[src/rtl/serial_frame_tx.sv]
// serial_frame_tx: framed LSB-first serial transmitter with start/busy handshake.
// Optional even parity bit between data and stop when SER_TX_PARITY_EN is defined.
module serial_frame_tx #(
  parameter int DATA_W = 8,
  parameter int BIT_CYCLES = 1
) (
  input  logic              CLK,
  input  logic              RST,
  input  logic              start,
  input  logic [DATA_W-1:0] dataIn,
  output logic              serOut,
  output logic              busy,
  output logic              shEn,
  output logic              Done
);
  localparam logic [2:0] IDLE = 3'd0, START = 3'd1, DATA = 3'd2, STOP = 3'd3;
`ifdef SER_TX_PARITY_EN
  localparam logic [2:0] PARITY = 3'd4;
`endif
  localparam logic [7:0] CMAX = 8'(BIT_CYCLES - 1);
  localparam logic [5:0] LAST = 6'(DATA_W - 1);
  logic [2:0] state, nState;
  logic [7:0] cnt, nCnt;
  logic [5:0] idx, nIdx;
  logic [DATA_W-1:0] shift, nShift;
  logic endBit;
`ifdef SER_TX_PARITY_EN
  logic par, nPar;
`endif
  always_comb begin
    endBit = cnt == CMAX;
    nState = state;
    nCnt = endBit ? 8'd0 : cnt + 8'd1;
    nIdx = idx;
    nShift = shift;
    case (state)
      IDLE: begin
        nCnt = 8'd0;
        if (start) begin
          nState = START;
          nShift = dataIn;
          nIdx = 6'd0;
        end
      end
      START: nState = endBit ? DATA : state;
      DATA: if (endBit) begin
        nShift = shift >> 1;
        nIdx = idx + 6'd1;
`ifdef SER_TX_PARITY_EN
        nState = idx == LAST ? PARITY : state;
`else
        nState = idx == LAST ? STOP : state;
`endif
      end
`ifdef SER_TX_PARITY_EN
      PARITY: nState = endBit ? STOP : state;
`endif
      default: nState = endBit ? IDLE : state;
    endcase
  end
`ifdef SER_TX_PARITY_EN
  // Parity is taken from the word at capture so it survives the shifting.
  assign nPar = (state == IDLE && start) ? ^dataIn : par;
`endif
  // Outputs are registered from next-state values so they line up with the state.
  always_ff @(posedge CLK) begin
    if (RST) begin
      state <= IDLE;
      cnt <= '0;
      idx <= '0;
      shift <= '0;
      serOut <= 1'b1;
      busy <= 1'b0;
      shEn <= 1'b0;
      Done <= 1'b0;
`ifdef SER_TX_PARITY_EN
      par <= 1'b0;
`endif
    end else begin
      state <= nState;
      cnt <= nCnt;
      idx <= nIdx;
      shift <= nShift;
      busy <= nState != IDLE;
      shEn <= nState == DATA;
      Done <= state == STOP && endBit;
`ifdef SER_TX_PARITY_EN
      par <= nPar;
      serOut <= nState == START ? 1'b0 : nState == DATA ? nShift[0] : nState == PARITY ? nPar : 1'b1;
`else
      serOut <= nState == START ? 1'b0 : nState == DATA ? nShift[0] : 1'b1;
`endif
    end
  end
endmodule

[config.mk]
export PLATFORM = sky130hd
export DESIGN_NAME = serial_frame_tx
export DESIGN_NICKNAME = d
export VERILOG_FILES = /design/src/rtl/serial_frame_tx.sv
export SDC_FILE = /design/constraint.sdc
export NUM_CORES = 1
export LEC_CHECK = 0
export BUFFER_PORTS_ARGS = -buffer_cell sky130_fd_sc_hd__buf_2
export CORE_ASPECT_RATIO = 1.5
export CORE_MARGIN = 2
export CORE_UTILIZATION = 38
export DETAILED_ROUTE_END_ITERATION = 8
export PLACE_DENSITY = 0.52
export SYNTH_ARGS = -nofsm -noshare
export SYNTH_HDL_FRONTEND = slang
export SYNTH_SLANG_ARGS = --single-unit
[constraint.sdc]
create_clock -name CLK -period 3.21 [get_ports CLK]
set_clock_uncertainty 0.05 [all_clocks]
set_input_delay 0.1605 -clock CLK [delete_from_list [all_inputs] [get_ports CLK]]
set_output_delay 0.1605 -clock CLK [all_outputs]
set_load 0.005 [all_outputs]
==> results of run 1 <==
## metrics by stage
step	power, uW	setup WS [ps]	area (um2)	util	hold slack (ps)
floorplan	443.1	1421	1330	-	271.3
global placement	464.0	1091	1429	0.4223	376.5
detailed placement	465.0	928.9	1429	0.4223	382.7
CTS	787.1	913.2	1530	0.4523	96.35
global route	819.3	647.4	1530	0.4523	98.71
finish	775.3	911.8	1530	0.4523	100.2
## state kept, by name, indices dropped and copies added, names as in the netlist
name,flops
cnt,8
Done,1
shift,8
idx,6
shEn,1
busy,1
serOut,1
state,3
## cells in the final DEF, fill, tap and decap left out, types with 2 or more instances in the layout
| cell | netlist | routed |
|---|---|---|
| buf_2 | 4 | 14 |
| or3_1 | 3 | 3 |
| nor2_1 | 19 | 19 |
| xnor2_1 | 2 | 2 |
| or3b_2 | 2 | 2 |
| nor4_2 | 2 | 2 |
| nand3_1 | 9 | 9 |
| o21ai_0 | 3 | 3 |
| xor2_1 | 5 | 5 |
| dfxtp_1 | 29 | 29 |
| clkbuf_8 | 0 | 7 |
| nand2_1 | 11 | 11 |
| nor3b_1 | 2 | 2 |
| a31oi_1 | 2 | 2 |
| a22oi_1 | 7 | 7 |
| inv_1 | 6 | 6 |
| ha_1 | 3 | 3 |
| a21oi_1 | 12 | 12 |
| and3_1 | 3 | 3 |
## cells by family (layout without fill, tap and decap cells)
| family | after synthesis | after routing |
|---|---|---|
| buf+inv | 13 | 29 |
| simple gates | 61 | 61 |
| mux | 1 | 1 |
| xor+xnor | 7 | 7 |
| flops | 29 | 29 |
| fa+ha+maj | 3 | 3 |
| compound gates | 33 | 33 |
## metal layers
layer,share of wire,vias to the layer above
li1,-,562
met1,0.41,531
met2,0.56,17
met3,0.027,2
met4,0.010,0
met5,0,-
## worst reg2reg max path: stages (launching register included)
cell     delay [ps]
dfxtp_1         400
inv_1            70
ha_1            200
nor3b_1         160
a31oi_1         880
o21ai_0         270
a21oi_1         200
## power by group through the flow
stage,clock [uW],sequential [uW],combinational (uW)
detailed placement,0,395,70.5
finish,319,387,69.9
global placement,0,394,70.3
CTS,330,387,70.9
global route,351,388,80.0
floorplan,0,389,53.9
## layout make-up
| cell class | count | area, um2 | area share |
|---|---|---|---|
| Clock buffer | 7 | 96.34 | 0.06296 |
| Clock inverter | 1 | 5.005 | 0.003271 |
| Inverter | 6 | 22.52 | 0.01472 |
| Multi-Input combinational cell | 105 | 695.7 | 0.4546 |
| Sequential cell | 29 | 580.6 | 0.3794 |
| Tap cell | 42 | 52.55 | 0.03434 |
| Timing Repair Buffer | 15 | 77.57 | 0.05069 |
## worst paths after layout
path | end | slack [ps] | depth (start not counted)
setup / recovery | idx[3] | 910 | 6
hold / removal | shift[7] | 100 | 3
setup reg to reg | idx[3] | 910 | 6
hold reg to reg | shift[5] | 410 | 2
==> impl_metrics.tcl, run 1 <==
set metrics [dict create \
    place_inst 197 \
    synth-simple-area-share 0.2766 \
    hold_buffers 0 \
    met1_usage 0.1716 \
    ant_nets 0 \
    worstPathArrival_ps 2440 \
    synth_edf_count 0 \
    grt_pass1_wl_um 4671 \
    cts.sinks 29 \
    rr_startpoint "cnt[0]" \
    hold_path_class "input pin to flop" \
    synth-compound-area-share 0.1646 \
    cts_tree "yes" \
    syn_area_um2 1330 \
    drive_above_1_share 0.2025 \
    crit_chain "inv_1 > ha_1 > nor3b_1 > a31oi_1 > o21ai_0 > a21oi_1" \
    clk_latency_ps 270 \
    fin_cells 205 \
    grt_max_degree 19 \
    slowest_delay_ps 880 \
    die_w_um 52.31 \
    port_buffers 14 \
    postCtsSetupBuffers 0 \
    synth.area.top_cells "dfxtp_1 44%, nor2_1 5.4%, a21oi_1 4.5%" \
    hpwl_um 2041 \
    use_met3 0.04314 \
    grtUsageTotal 0.1545 \
    worst_slew_pin_slew_ps 1094 \
    critPathBufInv 1 \
    crit_path_max_fanout 15 \
    power_density_nw_per_um2 506.7 \
    synth.most_common_cell "dfxtp_1" \
    place.gp.congestion 0.8217 \
    async_flop_share 0 \
    cts_buffers 5 \
    drc_errors 0 \
    num_antenna_cells 0 \
    vias 1112 \
    path_class "flop to flop" \
    yosysWarnings 0 \
    synthAdderAreaFrac 0.02822 \
    cts_buffer_depth 2 \
    rsz0062_at_grt "no" \
    area_growth_pct 15.05 \
    p_seq_frac 0.499 \
    worstSetupStartpoint "cnt[0]" \
    finalSetupViolCount 0 \
    hold_viol_final 0 \
    use_met2 0.2550 \
    slew_headroom 0.2671 \
    synthXorXnorAreaFrac 0.04610 \
    die_h_um 76.46 \
    p_leak_uw 0.0005629 \
    yosysSeqAreaShare 0.4365 \
    post-synth-top-area-cell "dfxtp_1" \
    cts_resized 0 \
    startpoint_type "flop" \
    avgSynthCellArea_um2 9.048 \
    slew_viol_final 0 \
    status "finished, final reports clean" \
    crit_family "compound AO/OA/AOI/OAI gates" \
    synthMuxAreaShare 0.007526 \
    n_fill_cell 375 \
    syn_nets 161 \
    routed_via_density 5.424 \
    cts_max_level 2 \
    min_period_over_period 0.7160 \
    antenna_found_initial 0 \
    min_period_ps 2298 \
    grt_pass1_vias 1051 \
    p_sw_frac 0.2261 \
    synth_flop_cell "dfxtp_1" \
    syn_inst 147 \
    initial_utilization 0.3931 \
    switching_power_uw 175.3 \
    worstHoldStart "dataIn[7]" \
    grt_busiest_layer "met2" \
    synth_top_area_frac 0.4365 \
    synth-seq-cells 29 \
    coreArea_um2 3383 \
    critPathSlowestCell "a31oi_1" \
    final_nets 176 \
    drtPass1Iterations 4 \
    max_cap_violations 0 \
    pwr-share-comb 0.090 \
    internal_power_uw 600.0 \
    num_io_pins 15 \
    grt_overflow 0 \
    p_clk_frac 0.411 \
    die-area_um2 3999 \
    finalSetupTns_ps 0 \
    crit_path_end_kind "flop" \
    drt_iter0_markers 37 \
    worstPathRequired_ps 3360 \
    wirelength_um 2765 \
    synth_top_family_by_area "simple AND/OR/NAND/NOR gates" \
    synth_cell_type_count 39 \
    core.rowCount 26 \
    root_buffer "clkbuf_8" \
    wl_per_cell_um 13.49 \
    synth_commonest_cells "29 x dfxtp_1, 19 x nor2_1, 12 x a21oi_1, 11 x nand2_1, 9 x nand3_1" \
    ir_drop_mv 0.2593 \
    clk_pin_slew_worst_paths_ps 60 \
    fmax_ghz 0.4351 \
]
Power figures use the tool's default switching activity.
==> run 2: changes to the inputs <==
Settings changed: PLACE_DENSITY 0.52 to 0.54.
Clock period 3.21 ns to 1.85 ns, I/O delays scaled along.
==> run 2 against run 1 <==
  * Global-route usage about the same
  * Core utilization up 1.7 points
  * Non-clock buffer count up 8
  * Critical path type unchanged
  * First-iteration DRC count down 16%
  * Cell area up 3.8%
  * Routed wire length down 0.98%
  * Via count up 0.54%
  * Register-to-register slack worse by 840 ps
  * Count of clock-buffer cells in the layout down 1
==> impl_metrics.tcl, run 2 (same netlist as run 1, synthesis figures left out) <==
set metrics [dict create \
    vias 1118 \
    clk_latency_ps 280 \
    switching_power_uw 319.0 \
    fmax_ghz 0.5628 \
    timing.final.ws_setup_ps 73.32 \
    max_cap_violations 0 \
    pwr-share-comb 0.104 \
    postCtsSetupBuffers 0 \
    grt_overflow 0 \
    area.sequential_um2 580.6 \
    cts_buffers 5 \
    num_io_pins 15 \
    largestRegisters "cnt x8, shift x8, idx x6" \
    num_antenna_cells 0 \
    mostFrequentLayoutCells "29 x dfxtp_1, 19 x nor2_1, 14 x buf_2" \
    power_density_nw_per_um2 813.7 \
    finalSetupTns_ps 0 \
    cts_max_level 2 \
    worstPathArrival_ps 1870 \
    grt_pass1_vias 1082 \
    whs_ps 42.92 \
    ir_drop_mv 0.4960 \
    pre_cts_ws_ps 6.620 \
    root_buffer "clkbuf_8" \
    drive_above_1_share 0.2398 \
    hold_viol_final 0 \
    cts.sinks 29 \
    crit_path_max_fanout 5 \
    antenna_found_initial 0 \
    routed_via_density 5.249 \
    internal_power_uw 973.0 \
    dr.max_layer_used "met4" \
    wl_per_cell_um 12.85 \
    finalSetupViolCount 0 \
    p_clk_frac 0.378 \
    min_period_ps 1777 \
    ant_nets 0 \
    drc_errors 0 \
    final_nets 184 \
    clk_pin_slew_worst_paths_ps 60 \
    path_class "flop to flop" \
    slew_viol_final 0 \
    slew_headroom 0.7540 \
    core.rowCount 26 \
    worst_slew_pin_slew_ps 368.4 \
    hpwl_um 2096 \
    cts_buffer_depth 2 \
    area_growth_pct 19.38 \
    place.gp.congestion 0.8072 \
    p_sw_frac 0.2469 \
    grt_max_degree 19 \
    mostFrequentLayoutCell "dfxtp_1" \
    hold_path_class "input pin to flop" \
    status "finished, final reports clean" \
    met2_length_um 1477 \
    worstPathRequired_ps 1940 \
    min_period_over_period 0.9604 \
    hold_buffers 0 \
    die_h_um 76.46 \
    coreArea_um2 3383 \
    startpoint_type "flop" \
    met3_length_um 83 \
    initial_utilization 0.3931 \
    cts_tree "yes" \
    wirelength_um 2738 \
    final_util 0.4693 \
    rsz0062_at_grt "no" \
    drtPass1Iterations 4 \
    multi_input_area_um2 711.9 \
    port_buffers 14 \
    wl_met1_um 1134 \
    die_w_um 52.31 \
    die-area_um2 3999 \
    fin_area_um2 1588 \
    grt_pass1_wl_um 4685 \
    p_leak_uw 0.0006023 \
    postPlaceCellArea_um2 1489 \
    n_fill_cell 342 \
    drt_iter0_markers 31 \
    grtUsageTotal 0.1543 \
    crit_path_end_kind "flop" \
    p_seq_frac 0.518 \
]
==> run 2: cell types whose count changed in the layout (fill, tap and decap cells not counted) <==
cell and delta:
or3b_4 +1, nor4_2 -1, clkinv_2 +1, or3b_2 -1
nor3b_2 +1, clkbuf_1 +1, clkbuf_8 -2, nor4_4 +1
buf_4 +8, nor3b_1 -1
==> run 2: area by class of cell <==
class / instances / area share
Clock buffer: 6 / 0.04571
Clock inverter: 2 / 0.006304
Sequential cell: 29 / 0.3656
Timing Repair Buffer: 23 / 0.08668
Multi-Input combinational cell: 105 / 0.4484
Tap cell: 42 / 0.03310
Inverter: 6 / 0.01418
==> run 2: power by group through the flow <==
stage / logic (uW) / clock network, uW / registers [uW]
global placement: 134 / 0 / 683
finish: 135 / 488 / 669
global route: 150 / 547 / 672
detailed placement: 135 / 0 / 683
floorplan: 93.5 / 0 / 675
CTS: 136 / 508 / 669
==> run 2: routing by layer <==
| metal | track usage | vias up |
|---|---|---|
| met4 | 0.05385 | 0 |
| met2 | 0.2588 | 15 |
| met1 | 0.1759 | 521 |
| met5 | 0 | - |
| li1 | - | 577 |
| met3 | 0.05294 | 5 |
==> run 2: path summary, 6_finish.rpt <==
path	slack, ps	cells past startpoint	to	from
max reg2reg	70	4	serOut	cnt[6]
max	70	4	serOut	cnt[6]
min reg2reg	410	2	shift[5]	shift[5]
min	40	3	shift[7]	dataIn[7]
==> run 2: through the flow <==
step / cells / total power, uW
after floorplan: 147 / 768.9
after global placement: 205 / 817.2
after detailed placement: 205 / 818.3
after CTS: 213 / 1313
after global routing: 213 / 1369
final: 213 / 1292
==> run 2: what timing repair did <==
| action | in CTS | in global routing |
|---|---|---|
| gates resized for setup | 1 | 2 |
| hold endpoints to repair | 0 | 0 |
| endpoints found under the setup margin | 1 | 3 |
==> run 2: worst max-delay path, cell delays in order, from the launching register on <==
cell and delay [ps]:
dfxtp_1 360, or4_4 620, nor4_4 340, a221o_1 190, a32oi_1 90
